$ cat src/rtl/mem_port_arbiter_pkg.sv
// Shared types and defaults for the fetch/data memory-port arbiter.
package mem_arb_pkg;

  localparam int unsigned MEM_LAT_DEF    = 2;
  localparam int unsigned STARVE_LIM_DEF = 4;
  localparam int unsigned CNT_W          = 4;

  typedef enum logic [1:0] {
    IDLE  = 2'd0,
    ISSUE = 2'd1,
    WAIT  = 2'd2,
    RESP  = 2'd3
  } state_e;

  typedef enum logic {
    OWN_IF = 1'b0,
    OWN_DM = 1'b1
  } owner_e;

endpackage

$ cat src/rtl/mem_port_arbiter_if.sv
// Fetch, data and memory-side signals of the arbiter, bundled as one interface.
interface mem_port_arbiter_if #(
  parameter int unsigned AW = 32,
  parameter int unsigned DW = 32
);
  logic          if_req;
  logic [AW-1:0] if_addr;
  logic          if_gnt;
  logic          if_rvalid;
  logic [DW-1:0] if_rdata;

  logic          dm_req;
  logic          dm_we;
  logic [AW-1:0] dm_addr;
  logic [DW-1:0] dm_wdata;
  logic          dm_gnt;
  logic          dm_rvalid;
  logic [DW-1:0] dm_rdata;

  logic          mem_en;
  logic          mem_we;
  logic [AW-1:0] mem_addr;
  logic [DW-1:0] mem_wdata;
  logic [DW-1:0] mem_rdata;

  // Arbiter side: serves the requesters and drives the memory.
  modport slave (
    input  if_req, if_addr, dm_req, dm_we, dm_addr, dm_wdata, mem_rdata,
    output if_gnt, if_rvalid, if_rdata, dm_gnt, dm_rvalid, dm_rdata,
           mem_en, mem_we, mem_addr, mem_wdata
  );

  // Environment side: requesters plus memory.
  modport master (
    output if_req, if_addr, dm_req, dm_we, dm_addr, dm_wdata, mem_rdata,
    input  if_gnt, if_rvalid, if_rdata, dm_gnt, dm_rvalid, dm_rdata,
           mem_en, mem_we, mem_addr, mem_wdata
  );
endinterface

$ cat src/rtl/mem_port_arbiter_sat_counter32.sv
// 32-bit event counter that sticks at all-ones; used by the arbiter's
// MEM_PORT_ARBITER_PERF_EN statistics.
module sat_counter32 (
  input  logic        clk,
  input  logic        reset,
  input  logic        en,
  output logic [31:0] count
);

  always_ff @(posedge clk) begin
    if (reset) begin
      count <= '0;
    end else if (en && (count != 32'hFFFF_FFFF)) begin
      count <= count + 32'd1;
    end
  end

endmodule

$ cat src/rtl/mem_port_arbiter.sv
// Shares one fixed-latency memory port between fetch and data requesters.
// Optional grant/conflict counters are built when MEM_PORT_ARBITER_PERF_EN is defined.
module mem_port_arbiter
  import mem_arb_pkg::*;
#(
  parameter int unsigned MEM_LAT    = MEM_LAT_DEF,
  parameter int unsigned STARVE_LIM = STARVE_LIM_DEF,
  parameter int unsigned AW         = 32,
  parameter int unsigned DW         = 32
) (
  input  logic         clk,
  input  logic         reset,
  mem_port_arbiter_if.slave bus
`ifdef MEM_PORT_ARBITER_PERF_EN
  ,
  output logic [31:0]  perf_if_gnts,
  output logic [31:0]  perf_dm_gnts,
  output logic [31:0]  perf_conflicts
`endif
);

  state_e           state_q, state_d;
  owner_e           owner_q, owner_d;
  logic             we_q, we_d;
  logic [CNT_W-1:0] streak_q, streak_d;
  logic [CNT_W-1:0] lat_cnt_q, lat_cnt_d;

  logic             mem_en_q, mem_en_d;
  logic             mem_we_q, mem_we_d;
  logic [AW-1:0]    mem_addr_q, mem_addr_d;
  logic [DW-1:0]    mem_wdata_q, mem_wdata_d;

  logic             if_rvalid_q, if_rvalid_d;
  logic [DW-1:0]    if_rdata_q, if_rdata_d;
  logic             dm_rvalid_q, dm_rvalid_d;
  logic [DW-1:0]    dm_rdata_q, dm_rdata_d;

  logic             starve_c;
  logic             grant_dm_c;
  logic             grant_if_c;

  // Data wins ties unless fetch has already waited out the streak limit.
  assign starve_c   = (streak_q == CNT_W'(STARVE_LIM));
  assign grant_dm_c = !reset && (state_q == IDLE) && bus.dm_req
                      && !(bus.if_req && starve_c);
  assign grant_if_c = !reset && (state_q == IDLE) && bus.if_req && !grant_dm_c;

  always_ff @(posedge clk) begin
    if (reset) begin
      state_q     <= IDLE;
      owner_q     <= OWN_IF;
      we_q        <= 1'b0;
      streak_q    <= '0;
      lat_cnt_q   <= '0;
      mem_en_q    <= 1'b0;
      mem_we_q    <= 1'b0;
      mem_addr_q  <= '0;
      mem_wdata_q <= '0;
      if_rvalid_q <= 1'b0;
      if_rdata_q  <= '0;
      dm_rvalid_q <= 1'b0;
      dm_rdata_q  <= '0;
    end else begin
      state_q     <= state_d;
      owner_q     <= owner_d;
      we_q        <= we_d;
      streak_q    <= streak_d;
      lat_cnt_q   <= lat_cnt_d;
      mem_en_q    <= mem_en_d;
      mem_we_q    <= mem_we_d;
      mem_addr_q  <= mem_addr_d;
      mem_wdata_q <= mem_wdata_d;
      if_rvalid_q <= if_rvalid_d;
      if_rdata_q  <= if_rdata_d;
      dm_rvalid_q <= dm_rvalid_d;
      dm_rdata_q  <= dm_rdata_d;
    end
  end

  // Next-state and registered-output logic; mem_* are loaded at grant so they
  // present the captured request during ISSUE and hold afterwards.
  always_comb begin
    state_d     = state_q;
    owner_d     = owner_q;
    we_d        = we_q;
    streak_d    = streak_q;
    lat_cnt_d   = lat_cnt_q;
    mem_en_d    = 1'b0;
    mem_we_d    = 1'b0;
    mem_addr_d  = mem_addr_q;
    mem_wdata_d = mem_wdata_q;
    if_rvalid_d = 1'b0;
    if_rdata_d  = if_rdata_q;
    dm_rvalid_d = 1'b0;
    dm_rdata_d  = dm_rdata_q;

    unique case (state_q)
      IDLE: begin
        if (grant_dm_c) begin
          state_d     = ISSUE;
          owner_d     = OWN_DM;
          we_d        = bus.dm_we;
          mem_en_d    = 1'b1;
          mem_we_d    = bus.dm_we;
          mem_addr_d  = bus.dm_addr;
          mem_wdata_d = bus.dm_wdata;
          if (!bus.if_req) begin
            streak_d = '0;
          end else if (!starve_c) begin
            streak_d = streak_q + CNT_W'(1);
          end
        end else if (grant_if_c) begin
          state_d     = ISSUE;
          owner_d     = OWN_IF;
          we_d        = 1'b0;
          mem_en_d    = 1'b1;
          mem_addr_d  = bus.if_addr;
          mem_wdata_d = '0;
          streak_d    = '0;
        end
      end
      ISSUE: begin
        lat_cnt_d = CNT_W'(MEM_LAT - 1);
        state_d   = WAIT;
      end
      WAIT: begin
        if (lat_cnt_q != '0) begin
          lat_cnt_d = lat_cnt_q - CNT_W'(1);
        end else begin
          state_d = RESP;
          if (owner_q == OWN_IF) begin
            if_rvalid_d = 1'b1;
            if_rdata_d  = bus.mem_rdata;
          end else begin
            dm_rvalid_d = 1'b1;
            dm_rdata_d  = we_q ? '0 : bus.mem_rdata;
          end
        end
      end
      RESP: begin
        state_d = IDLE;
      end
      default: begin
        state_d = IDLE;
      end
    endcase
  end

  assign bus.if_gnt    = grant_if_c;
  assign bus.dm_gnt    = grant_dm_c;
  assign bus.if_rvalid = if_rvalid_q;
  assign bus.if_rdata  = if_rdata_q;
  assign bus.dm_rvalid = dm_rvalid_q;
  assign bus.dm_rdata  = dm_rdata_q;
  assign bus.mem_en    = mem_en_q;
  assign bus.mem_we    = mem_we_q;
  assign bus.mem_addr  = mem_addr_q;
  assign bus.mem_wdata = mem_wdata_q;

`ifdef MEM_PORT_ARBITER_PERF_EN
  logic conflict_c;

  assign conflict_c = (state_q == IDLE) && bus.if_req && bus.dm_req;

  sat_counter32 u_perf_if_gnts (
    .clk   (clk),
    .reset (reset),
    .en    (grant_if_c),
    .count (perf_if_gnts)
  );

  sat_counter32 u_perf_dm_gnts (
    .clk   (clk),
    .reset (reset),
    .en    (grant_dm_c),
    .count (perf_dm_gnts)
  );

  sat_counter32 u_perf_conflicts (
    .clk   (clk),
    .reset (reset),
    .en    (conflict_c),
    .count (perf_conflicts)
  );
`endif

endmodule

$ cat src/flat_wrapper.sv
// flat-port wrapper written by rule: the top's interface ports become plain ports
module mem_port_arbiter_flat import mem_arb_pkg::*;
#(
  parameter int unsigned MEM_LAT    = MEM_LAT_DEF,
  parameter int unsigned STARVE_LIM = STARVE_LIM_DEF,
  parameter int unsigned AW         = 32,
  parameter int unsigned DW         = 32
)
  (clk, reset, bus_if_req, bus_if_addr, bus_dm_req, bus_dm_we, bus_dm_addr, bus_dm_wdata, bus_mem_rdata, bus_if_gnt, bus_if_rvalid, bus_if_rdata, bus_dm_gnt, bus_dm_rvalid, bus_dm_rdata, bus_mem_en, bus_mem_we, bus_mem_addr, bus_mem_wdata);
  mem_port_arbiter_if #(.AW(AW), .DW(DW)) bus_i ();
  input  logic clk;
  input  logic reset;
  input wire logic [$bits(bus_i.if_req)-1:0] bus_if_req;
  input wire logic [$bits(bus_i.if_addr)-1:0] bus_if_addr;
  input wire logic [$bits(bus_i.dm_req)-1:0] bus_dm_req;
  input wire logic [$bits(bus_i.dm_we)-1:0] bus_dm_we;
  input wire logic [$bits(bus_i.dm_addr)-1:0] bus_dm_addr;
  input wire logic [$bits(bus_i.dm_wdata)-1:0] bus_dm_wdata;
  input wire logic [$bits(bus_i.mem_rdata)-1:0] bus_mem_rdata;
  output wire logic [$bits(bus_i.if_gnt)-1:0] bus_if_gnt;
  output wire logic [$bits(bus_i.if_rvalid)-1:0] bus_if_rvalid;
  output wire logic [$bits(bus_i.if_rdata)-1:0] bus_if_rdata;
  output wire logic [$bits(bus_i.dm_gnt)-1:0] bus_dm_gnt;
  output wire logic [$bits(bus_i.dm_rvalid)-1:0] bus_dm_rvalid;
  output wire logic [$bits(bus_i.dm_rdata)-1:0] bus_dm_rdata;
  output wire logic [$bits(bus_i.mem_en)-1:0] bus_mem_en;
  output wire logic [$bits(bus_i.mem_we)-1:0] bus_mem_we;
  output wire logic [$bits(bus_i.mem_addr)-1:0] bus_mem_addr;
  output wire logic [$bits(bus_i.mem_wdata)-1:0] bus_mem_wdata;
  assign bus_i.if_req = bus_if_req;
  assign bus_i.if_addr = bus_if_addr;
  assign bus_i.dm_req = bus_dm_req;
  assign bus_i.dm_we = bus_dm_we;
  assign bus_i.dm_addr = bus_dm_addr;
  assign bus_i.dm_wdata = bus_dm_wdata;
  assign bus_i.mem_rdata = bus_mem_rdata;
  assign bus_if_gnt = bus_i.if_gnt;
  assign bus_if_rvalid = bus_i.if_rvalid;
  assign bus_if_rdata = bus_i.if_rdata;
  assign bus_dm_gnt = bus_i.dm_gnt;
  assign bus_dm_rvalid = bus_i.dm_rvalid;
  assign bus_dm_rdata = bus_i.dm_rdata;
  assign bus_mem_en = bus_i.mem_en;
  assign bus_mem_we = bus_i.mem_we;
  assign bus_mem_addr = bus_i.mem_addr;
  assign bus_mem_wdata = bus_i.mem_wdata;
  mem_port_arbiter #(.MEM_LAT(MEM_LAT), .STARVE_LIM(STARVE_LIM), .AW(AW), .DW(DW)) u_core (.clk(clk), .reset(reset), .bus(bus_i));
endmodule
$ cat config.mk
export PLATFORM = sky130hd
export DESIGN_NAME = mem_port_arbiter_flat
export DESIGN_NICKNAME = d
export VERILOG_FILES = /design/src/rtl/mem_port_arbiter_pkg.sv /design/src/rtl/mem_port_arbiter_if.sv /design/src/rtl/mem_port_arbiter_sat_counter32.sv /design/src/rtl/mem_port_arbiter.sv /design/src/flat_wrapper.sv
export SDC_FILE = /design/constraint.sdc
export NUM_CORES = 1
export LEC_CHECK = 0
export ABC_AREA = 1
export CAP_MARGIN = 20
export CORE_UTILIZATION = 42
export CTS_CLUSTER_DIAMETER = 150
export DETAILED_ROUTE_END_ITERATION = 10
export PLACE_DENSITY_LB_ADDON = 0.08
export SLEW_MARGIN = 40
export SYNTH_ARGS = -nofsm -noshare
export SYNTH_HDL_FRONTEND = slang
export SYNTH_SLANG_ARGS = --single-unit
$ cat constraint.sdc
create_clock -name clk -period 1.9 [get_ports clk]
set_input_delay 0.475 -clock clk [delete_from_list [all_inputs] [get_ports clk]]
set_output_delay 0.475 -clock clk [all_outputs]
set_load 0.01 [all_outputs]
==> results.sh, run 1 <==
export IMPL_outcome="finished clean"
export IMPL_antenna_left=0
export IMPL_rsz0062_at_grt="true"
export IMPL_areaGrowthSynthToFinish_pct=61.3
export IMPL_skew_ns=0.0131
export IMPL_yosysMostFrequentCell="nand2_1"
export IMPL_crit_fanout=3
export IMPL_setup_viol=0
export IMPL_gp_congestion=0.754
export IMPL_n_antenna_cell=0
export IMPL_start_util_pct=43.8
export IMPL_grt_pass1_vias=5505
export IMPL_cap_violations=0
export IMPL_clockPowerShare_pct=31.5
export IMPL_grt_start_max_net_pins=73
export IMPL_synth_compound_area_share_pct=15.3
export IMPL_grt_overflow=0
export IMPL_crit_type="register to output port"
export IMPL_synth_top_area_share_pct=48.9
export IMPL_h_tree_depth=4
export IMPL_synth_top_family_by_area="simple AND/OR/NAND/NOR gates"
export IMPL_fin_crit_ns=1.86
export IMPL_path_cells="inv_2, ha_4, nand3_4, inv_4, nand2_4, inv_4, nor2_1, buf_2"
export IMPL_fin_nets=1206
export IMPL_yosysTopAreaCell="dfxtp_1"
export IMPL_p_total_uw=11000
export IMPL_core_mm2=0.0135
export IMPL_ctsLongestPathBuffers=2
export IMPL_relSlewSlack_pct=47.9
export IMPL_clock_sinks=144
export IMPL_start_kind="register"
export IMPL_root_buffer="clkbuf_16"
export IMPL_muxShareOfSynthArea_pct=0
export IMPL_fin_crit_sh_pct=97.8
export IMPL_critPathMaxStageDelay_ns=0.32
export IMPL_synth_async_reset_ratio_pct=0
export IMPL_viasPerCell=4.77
export IMPL_place_area_mm2=0.00879
export IMPL_drt_first_pass_iters=4
export IMPL_yosysUniqueCellTypes=27
export IMPL_crit_path_end_kind="output port"
export IMPL_drive_gt1_share_pct=8.80
export IMPL_avgSynthCellArea_um2=7.37
export IMPL_worst_path_max_delay_cell="dfxtp_2"
export IMPL_synthXorXnorAreaFrac_pct=0.446
export IMPL_pwr_share_comb_pct=33.3
export IMPL_grt_pass1_wl_um=26500
export IMPL_dpl_hpwl_um=11100
export IMPL_synth_cells=799
export IMPL_grt_total_usage_pct=23.1
export IMPL_p_int_uw=7620
export IMPL_synthSimpleGateAreaFrac_pct=21.9
export IMPL_yosysSeqAreaShare_pct=48.9
export IMPL_cp_arrival_ns=1.38
export IMPL_cts_tree="built"
export IMPL_synth_warnings=0
export IMPL_dieHeight_um=120
export IMPL_fill_cells=1148
export IMPL_cp_required_ns=1.42
export IMPL_max_freq_mhz=538
export IMPL_synth_common_cells="nand2_1, dfxtp_1, inv_1, a21oi_1, nand3_1"
export IMPL_p_per_area_mw_per_mm2=1160
export IMPL_die_area_mm2=0.0145
export IMPL_synthFlopType="dfxtp_1"
export IMPL_antenna_found_initial=0
export IMPL_hold_class="register to register"
export IMPL_drv_slew=0
export IMPL_syn_num_nets=939
export IMPL_p_sw_uw=3410
export IMPL_rows=42
export IMPL_io_buffers=266
export IMPL_post_drt_wl_per_cell_um=13.4
export IMPL_design_area_mm2=0.00950
export IMPL_synth_area_leaders="dfxtp_1, nand2_1, a21oi_1, nand3_1, inv_1"
export IMPL_power_share_sequential_pct=35.2
export IMPL_synth_seq_cells=144
export IMPL_p_leak_uw=0.00390
export IMPL_route_detailed_drc=0
export IMPL_drt_total_wl_um=16900
export IMPL_cts_buffers=17
export IMPL_finalHoldViolCount=0
export IMPL_path_clk_slew_ns=0.06
export IMPL_tightestPinTransition_ns=0.781
export IMPL_final_core_util_pct=70.6
export IMPL_synth_edff_count=0
export IMPL_vias=5989
export IMPL_cpMostUsedCell="inv_4"
export IMPL_hold_buffers=0
export IMPL_synth_area_mm2=0.00589
export IMPL_dieWidth_um=120
export IMPL_ir_drop_mv=0.723
export IMPL_synthAdderAreaFrac_pct=1.49
export IMPL_drtIter0Drc=310
export IMPL_num_io_pins=267
export IMPL_clkLatencyLatePin_ns=0.42
export IMPL_switching_share_pct=30.9
[cell usage in the layout (no fill, tap or decap), types with 2 or more instances in the layout]
| cell | synthesis | final |
|---|---|---|
| a21oi_1 | 106 | 106 |
| buf_12 | 0 | 4 |
| buf_2 | 17 | 3 |
| buf_4 | 1 | 33 |
| bufinv_16 | 0 | 3 |
| clkbuf_16 | 0 | 17 |
| clkdlybuf4s50_1 | 0 | 261 |
| clkinv_4 | 0 | 3 |
| clkinvlp_4 | 0 | 3 |
| dfxtp_1 | 144 | 142 |
| dfxtp_2 | 0 | 2 |
| dlygate4sd2_1 | 0 | 2 |
| ha_1 | 7 | 5 |
| ha_4 | 0 | 2 |
| inv_1 | 110 | 106 |
| inv_2 | 3 | 6 |
| inv_4 | 0 | 2 |
| inv_6 | 1 | 4 |
| nand2_1 | 177 | 177 |
| nand3_1 | 106 | 105 |
| nand4_1 | 3 | 3 |
| nor2_1 | 6 | 6 |
| o21ai_0 | 68 | 68 |
| or2_2 | 2 | 2 |
| xor2_1 | 2 | 2 |
[timing repair]
item,CTS,global route
gates cloned,0,0
setup endpoints to repair,2,2
setup buffers,1,6
endpoints found under the hold margin,0,0
resized for setup,20,5
pin swaps,5,1
[layout make-up]
class	count	area [µm²]	share of cell area [%]
clock buffers	18	439	4.62
inverters	115	442	4.65
flip-flops and latches	144	2890	30.4
repair buffers	304	2980	31.4
clock inverters	14	181	1.91
well taps	176	220	2.32
multi-input cells	484	2350	24.7
[power groups by stage]
stage                     combinational (µW)  clock (µW)  sequential, µW
after global placement                  3540           0            3920
after floorplan                         1470           0            4190
after global routing                    4050        3670            3950
after detailed placement                3570           0            3940
after CTS                               3620        3530            3890
final                                   3670        3470            3880
[cell families (layout without fill, tap and decap cells)]
logic type	count (synthesis)	in the layout
adders and majority gates	7	7
AOI/OAI and AO/OA	176	176
and+or+nand+nor	298	298
xor gates and xnor gates	3	3
buffers and inverters	171	451
DFF	144	144
[worst max-delay path: cells and delay by family, from the launching register on]
kind | cells | cell delay [ns]
buffers and inverters | 4 | 0.32
flip-flops | 1 | 0.32
adder cells (fa/ha/maj) | 1 | 0.16
AND/OR/NAND/NOR | 3 | 0.15
[through the flow]
| step | TNS, ns | setup slack [ns] | hold WS [ns] | cells |
|---|---|---|---|---|
| after floorplan | 0 | 0.0815 | 0.441 | 799 |
| after global placement | -9.85 | -0.455 | 0.429 | 1216 |
| after detailed placement | -11.66 | -0.451 | 0.434 | 1216 |
| after CTS | 0 | 0.00923 | 0.444 | 1249 |
| after global routing | -0.0315 | -0.0268 | 0.460 | 1255 |
| final | 0 | 0.0419 | 0.440 | 1255 |
[metal layers]
layer	up-vias	share of wire, %	global-route usage (%)
li1	3081	-	-
met1	2708	42	26.9
met4	0	1.8	8.56
met2	181	47	38.4
met3	19	9.3	8.77
met5	-	0	0
[flip-flops by register name (all words and copies together), names as in the netlist]
name	flops
u_core.owner_q	1
u_core.bus.mem_en	1
u_core.bus.dm_rvalid	1
u_core.bus.dm_rdata	32
u_core.bus.if_rdata	32
u_core.bus.mem_addr	32
u_core.lat_cnt_q	4
u_core.we_q	1
u_core.bus.if_rvalid	1
u_core.state_q	2
u_core.bus.mem_wdata	32
u_core.streak_q	4
u_core.bus.mem_we	1
[worst paths after layout]
kind / slack [ns] / cells past startpoint / start / endpoint
worst max register to register: 0.20 / 6 / u_core.state_q[1] / u_core.lat_cnt_q[1]
worst min register to register: 0.44 / 2 / u_core.bus.if_rdata[28] / u_core.bus.if_rdata[28]
worst max-delay path: 0.04 / 8 / u_core.state_q[0] / bus_if_gnt
worst min-delay path: 0.44 / 2 / u_core.bus.if_rdata[28] / u_core.bus.if_rdata[28]
(Power assumes the default switching activity.)
==> inputs of run 2 (changes only) <==
CAP_MARGIN = default   (was 20)
==> results of run 2 <==
Same layout as run 1: the final DEF is identical, and so are final timing and power.
